File: config.mk
export PLATFORM = sky130hd
export DESIGN_NAME = edp_diag_reader
export DESIGN_NICKNAME = d
export VERILOG_FILES = /design/src/rtl/edp_diag_reader.sv
export SDC_FILE = /design/constraint.sdc
export NUM_CORES = 1
export LEC_CHECK = 0
export BUFFER_PORTS_ARGS = -buffer_cell sky130_fd_sc_hd__buf_4
export CORE_ASPECT_RATIO = 0.75
export CORE_UTILIZATION = 50
export DETAILED_ROUTE_END_ITERATION = 7
export PLACE_DENSITY = 0.79
export SLEW_MARGIN = 20
export SYNTH_ARGS = -nofsm -noshare
export SYNTH_HDL_FRONTEND = slang
export SYNTH_SLANG_ARGS = --single-unit
File: constraint.sdc
create_clock -name eboxClk -period 2.4 [get_ports eboxClk]
set_input_delay 0.12 -clock eboxClk [delete_from_list [all_inputs] [get_ports eboxClk]]
set_output_delay 0.12 -clock eboxClk [all_outputs]
set_load 0.02 [all_outputs]
File: src/rtl/edp_diag_reader.sv
// EBUS-side consumer of the EDP diagnostic read path: arbitrates for the EBUS, issues DIAG 12X,
// waits for the data to settle and hands each captured 36-bit word downstream through a 1-word buffer.
module edp_diag_reader #(
  parameter int unsigned SETTLE_CYCLES = 2,
  parameter int unsigned GRANT_TIMEOUT = 255
) (
  input  logic        eboxClk,
  input  logic        eboxReset,
  input  logic        reqValid,
  output logic        reqReady,
  input  logic [2:0]  reqSel,
  input  logic        reqScan,
  output logic        ebusReq,
  input  logic        ebusGrant,
  output logic [8:0]  diagFunc,
  output logic        diagReadFunc12X,
  input  logic [0:35] ebusIn,
  input  logic        ctlAdToEbus,
  output logic        rdValid,
  input  logic        rdReady,
  output logic [0:35] rdData,
  output logic [2:0]  rdSel,
  output logic        rdLast,
  output logic        errTimeout,
  output logic        errContention,
  input  logic        errClear
);

  // state | meaning
  // IDLE  | no request in progress, reqReady high
  // ARB   | ebusReq raised, grant-timeout counter running
  // DRIVE | DIAG 12X and function code on the bus, settle counter running
  // HOLD  | word sitting in the output buffer; bus kept so a scan can continue

  typedef enum logic [1:0] {
    ST_IDLE,
    ST_ARB,
    ST_DRIVE,
    ST_HOLD
  } state_t;

  localparam logic [7:0] ARB_LOAD       = 8'(GRANT_TIMEOUT - 1);
  localparam logic [7:0] SETTLE_LOAD    = 8'(SETTLE_CYCLES - 1);
  localparam logic [5:0] DIAG_READ_BASE = 6'o12;

  state_t     state;
  logic [7:0] timer;
  logic [2:0] sel;
  logic       scan;
  logic [2:0] sel_next;

  assign sel_next = sel + 3'd1;

  always_ff @(posedge eboxClk or posedge eboxReset) begin
    if (eboxReset) begin
      state           <= ST_IDLE;
      timer           <= '0;
      sel             <= '0;
      scan            <= 1'b0;
      reqReady        <= 1'b1;
      ebusReq         <= 1'b0;
      diagFunc        <= '0;
      diagReadFunc12X <= 1'b0;
      rdValid         <= 1'b0;
      rdData          <= '0;
      rdSel           <= '0;
      rdLast          <= 1'b0;
      errTimeout      <= 1'b0;
      errContention   <= 1'b0;
    end else begin
      // Clear first so that a set event later in this block wins on the same edge.
      if (errClear) begin
        errTimeout    <= 1'b0;
        errContention <= 1'b0;
      end
      if (diagReadFunc12X && ctlAdToEbus)
        errContention <= 1'b1;

      case (state)
        ST_IDLE: begin
          if (reqValid) begin
            state    <= ST_ARB;
            reqReady <= 1'b0;
            ebusReq  <= 1'b1;
            sel      <= reqScan ? 3'd0 : reqSel;
            scan     <= reqScan;
            timer    <= ARB_LOAD;
          end
        end

        ST_ARB: begin
          if (ebusGrant) begin
            state           <= ST_DRIVE;
            diagReadFunc12X <= 1'b1;
            diagFunc        <= {DIAG_READ_BASE, sel};
            timer           <= SETTLE_LOAD;
          end else if (timer == 8'd0) begin
            // Abort the whole request, including any remaining scan sources.
            state      <= ST_IDLE;
            errTimeout <= 1'b1;
            ebusReq    <= 1'b0;
            reqReady   <= 1'b1;
          end else begin
            timer <= timer - 8'd1;
          end
        end

        ST_DRIVE: begin
          if (!ebusGrant) begin
            state           <= ST_ARB;
            diagReadFunc12X <= 1'b0;
            diagFunc        <= '0;
            timer           <= ARB_LOAD;
          end else if (timer == 8'd0) begin
            state           <= ST_HOLD;
            diagReadFunc12X <= 1'b0;
            diagFunc        <= '0;
            rdValid         <= 1'b1;
            rdData          <= ebusIn;
            rdSel           <= sel;
            rdLast          <= !scan || (sel == 3'd7);
          end else begin
            timer <= timer - 8'd1;
          end
        end

        ST_HOLD: begin
          if (rdValid && rdReady) begin
            rdValid <= 1'b0;
            if (scan && (sel != 3'd7)) begin
              sel <= sel_next;
              // Still owning the bus means the next source can be driven without re-arbitrating.
              if (ebusGrant) begin
                state           <= ST_DRIVE;
                diagReadFunc12X <= 1'b1;
                diagFunc        <= {DIAG_READ_BASE, sel_next};
                timer           <= SETTLE_LOAD;
              end else begin
                state <= ST_ARB;
                timer <= ARB_LOAD;
              end
            end else begin
              state    <= ST_IDLE;
              ebusReq  <= 1'b0;
              reqReady <= 1'b1;
            end
          end
        end

        default: state <= ST_IDLE;
      endcase
    end
  end

endmodule

==> impl_results.md <==
* Net Sw Frac at 0.357
* Met2 Usage GRT at 0.452
* Clock Skews at between 0.01 and 0.015 ns
* DP HPWL at around 5100 um
* 1st-pass router iterations at 4
* Final min period at roughly 2.3 ns
* Hold Violations, Final at 0
* Wire length of the first global-routing pass at about 14000 um
* DRT Wirelength at between 9000 and 10000 um
* Final net count at approximately 450
* FMAX at ~0.44 GHz
* Initial Utilization at 0.523
* Chip height at between 60 and 70 um
* H-tree depth at 3
* Vias per std cell at around 5.5
* Clk slew on worst S/H paths at 0.08 ns
* Port Buffers at 97
* Largest family of logic cells by synthesized area: multiplexers
* Post-route cell area at roughly 4500 um2
* Core Util, Final at 0.766
* Fin Setup TNS at 0 ns
* Asr flop ratio synth at 1.00
* Hold slack at roughly 0.025 ns
* FP Rows at 24
* P_int at around 2.8 mW
* RSZ-0062 raised after global routing: false
* Final Max Slew Viols at 0
* Busiest grt layer: met2
* Final worst-path cycle share at 0.938
* CTS tree: built
* Syn Std Cell Area at about 3100 um2
* Vias in the first global route at roughly 2600
* CTS Root Cell: clkbuf_8
* Hold WC Path Type: in -> reg
* CP max FO at 30
* Met1 Use GR at 0.378
* Top FF cell, synth: dfrtp_1
* Post-detailed-route DRC marker count at 0
* Fraction of final layout cells with drive strength greater than 1 at 0.426
* Via count at approximately 2600
* GR Overflow Total at 0
* Clk pwr share at 0.261
* Cell count after synthesis at between 200 and 300
* Relative slew slack at 0.503
* Final setup viols at 0
* Logic pwr share at 0.394
* Synth Area in Simple Gates at 0.0857
* Total track usage at 0.288
* Clock Path Buffers at 2
* Antenna violations before repair at 0
* Die W at between 90 and 100 um
* Register area share after synthesis at 0.521
* Sequential Power Share at 0.346
* Met3 track demand over resource at 0.0937
* Max-Cap Viols at 0
* Synth Area in Compound Gates at 0.125
* Final antenna-violating net count at 0
* Overall power at between 4 and 5 mW
* Pwr dens at around 950 nW/um2
* Placed cell count at about 430
* Setup WS pre-CTS at about 0.0031 ns
* Critical Path Source Type: flop
* Antenna Cells at 0
* Final worst slack at around 0.15 ns
* Post-synthesis xor/xnor area fraction at 0
* Crit path DAT at between 2 and 2.5 ns
* Core area at ~5900 um2
* Routed wire per std cell at ~19 um
* RD Place Congestion at ~0.82
* Yosys warnings at 0
* Num CTS Buffers at 9
* Syn Area/Cell at 12.1 um2
* FF+latch count, synth at 64
* Crit path kind: reg -> reg
* Post-synth EDFFs at 0
* Post-DP Area at a little under 4000 um2
* Die ar. at approximately 6500 um2
* Max VDD drop at just under 0.0007 V
* I/O pin cnt at 102
* Area grow syn2layout at 46.5%
* Final Non-Filler Cells at about 480
* Worst-skew pair later-pin latency at between 0.3 and 0.4 ns
* Worst-Margin Slew at 0.740 ns
* CP required at around 2.6 ns
* Status: finished, final reports clean
* Multiplexer share of the synthesized area at 0.197
* Post-synthesis adder-cell area fraction at 0.0163
* CTS sink cnt at 64
* Largest net degree at the start of global routing at 35
* P_leak at 2.37 nW
* Detailed Route Iter0 Violations at 139
* Synth cell types at 44
* Crit end category: flop
* Switching power at between 1.5 and 2 mW
## cell type report
class | count | area, um2
sequential | 64 | 1600
fill | 360 | 1380
multi-input combinational | 163 | 1320
timing repair buffer | 144 | 1210
clock buffer | 9 | 124
clock inverter | 6 | 109
tap | 78 | 97.6
inverter | 13 | 48.8
## worst paths after layout
kind	from	to	slack [ns]	cells past startpoint
min	ebusIn[32]	rdData[32]	0.03	2
min reg2reg	rdSel[1]	rdSel[1]	0.49	2
min in group asynchronous	eboxReset	rdData[6]	0.45	3
max	timer[0]	rdData[21]	0.15	6
max reg2reg	timer[0]	rdData[21]	0.15	6
max in group asynchronous	eboxReset	reqReady	1.25	4
## worst max-delay path, stage by stage (launching register included)
cell and delay [ns]:
dfrtp_1 0.38, inv_1 0.09, ha_1 0.16, or3b_2 0.49
or4_4 0.48, buf_12 0.21, mux2_4 0.32
## cell families (layout without fill, tap and decap cells)
logic type | Yosys count | after routing
AOI/OAI and AO/OA | 58 | 58
adders and majority gates | 4 | 4
buffers and inverters | 30 | 172
DFF | 64 | 64
muxes | 43 | 43
other | 1 | 4
and+or+nand+nor | 54 | 54
## cells in the mapped netlist (3+ instances only)
library cell	number	area (um2)
a31oi_1	5	31.3
mux2_2	8	90.1
o31ai_1	10	75.1
nand2b_1	3	18.8
nand2_1	17	63.8
clkbuf_1	6	22.5
a21boi_0	3	22.5
nor3_1	4	20.0
nor2_1	15	56.3
a21oi_1	10	50.1
ha_1	4	50.1
mux2_4	33	495
o21ai_0	14	70.1
buf_4	5	37.5
buf_6	5	56.3
dfrtp_1	63	1580
inv_1	13	48.8
## sequential cells by signal, summed over array words and instances (netlist names), 2 cells and up
signal and flops:
sel 3, state 2, rdSel 3, rdData 36, diagFunc 4, timer 8
## power by group through the flow
stage          registers [mW]  clock network [mW]  logic [mW]
6_report                 1.48                1.12        1.69
5_1_grt                  1.50                1.18        1.85
4_1_cts                  1.47                1.12        1.65
3_5_place_dp             1.48                   0        1.60
3_3_place_gp             1.47                   0        1.54
2_1_floorplan            1.60                   0       0.919
## cell usage in the layout, fill, tap and decap left out, drive strengths merged, types with 2 or more instances in the layout
cell / instances
dfrtp: 63
a21oi: 10
mux2: 41
a32oi: 2
and2: 4
nand2: 17
bufinv: 3
ha: 4
nor2b: 2
conb: 4
inv: 13
buf: 109
clkbuf: 9
o22ai: 2
and3: 2
a21o: 2
a21boi: 3
a31oi: 5
o31ai: 10
nand2b: 3
o32ai: 2
dlygate4sd3: 35
nor3: 4
mux2i: 2
clkinv: 3
o21ai: 14
nor2: 15
or4: 2
## per-layer routing
metal	up-vias	share of wire	wire length (um)
met5	-	0	0
met4	0	0.022	202
met3	21	0.083	750
met2	131	0.47	4240
met1	1293	0.43	3850
li1	1187	-	-
## timing repair
action                                 in CTS  in global routing
resized for setup                           1                  0
buffers inserted                            0                  0
endpoints found under the hold margin      61                  3
setup endpoints to repair                   2                  0
hold buffers                               32                  3
Note: power is estimated with default switching activity, not from simulation.
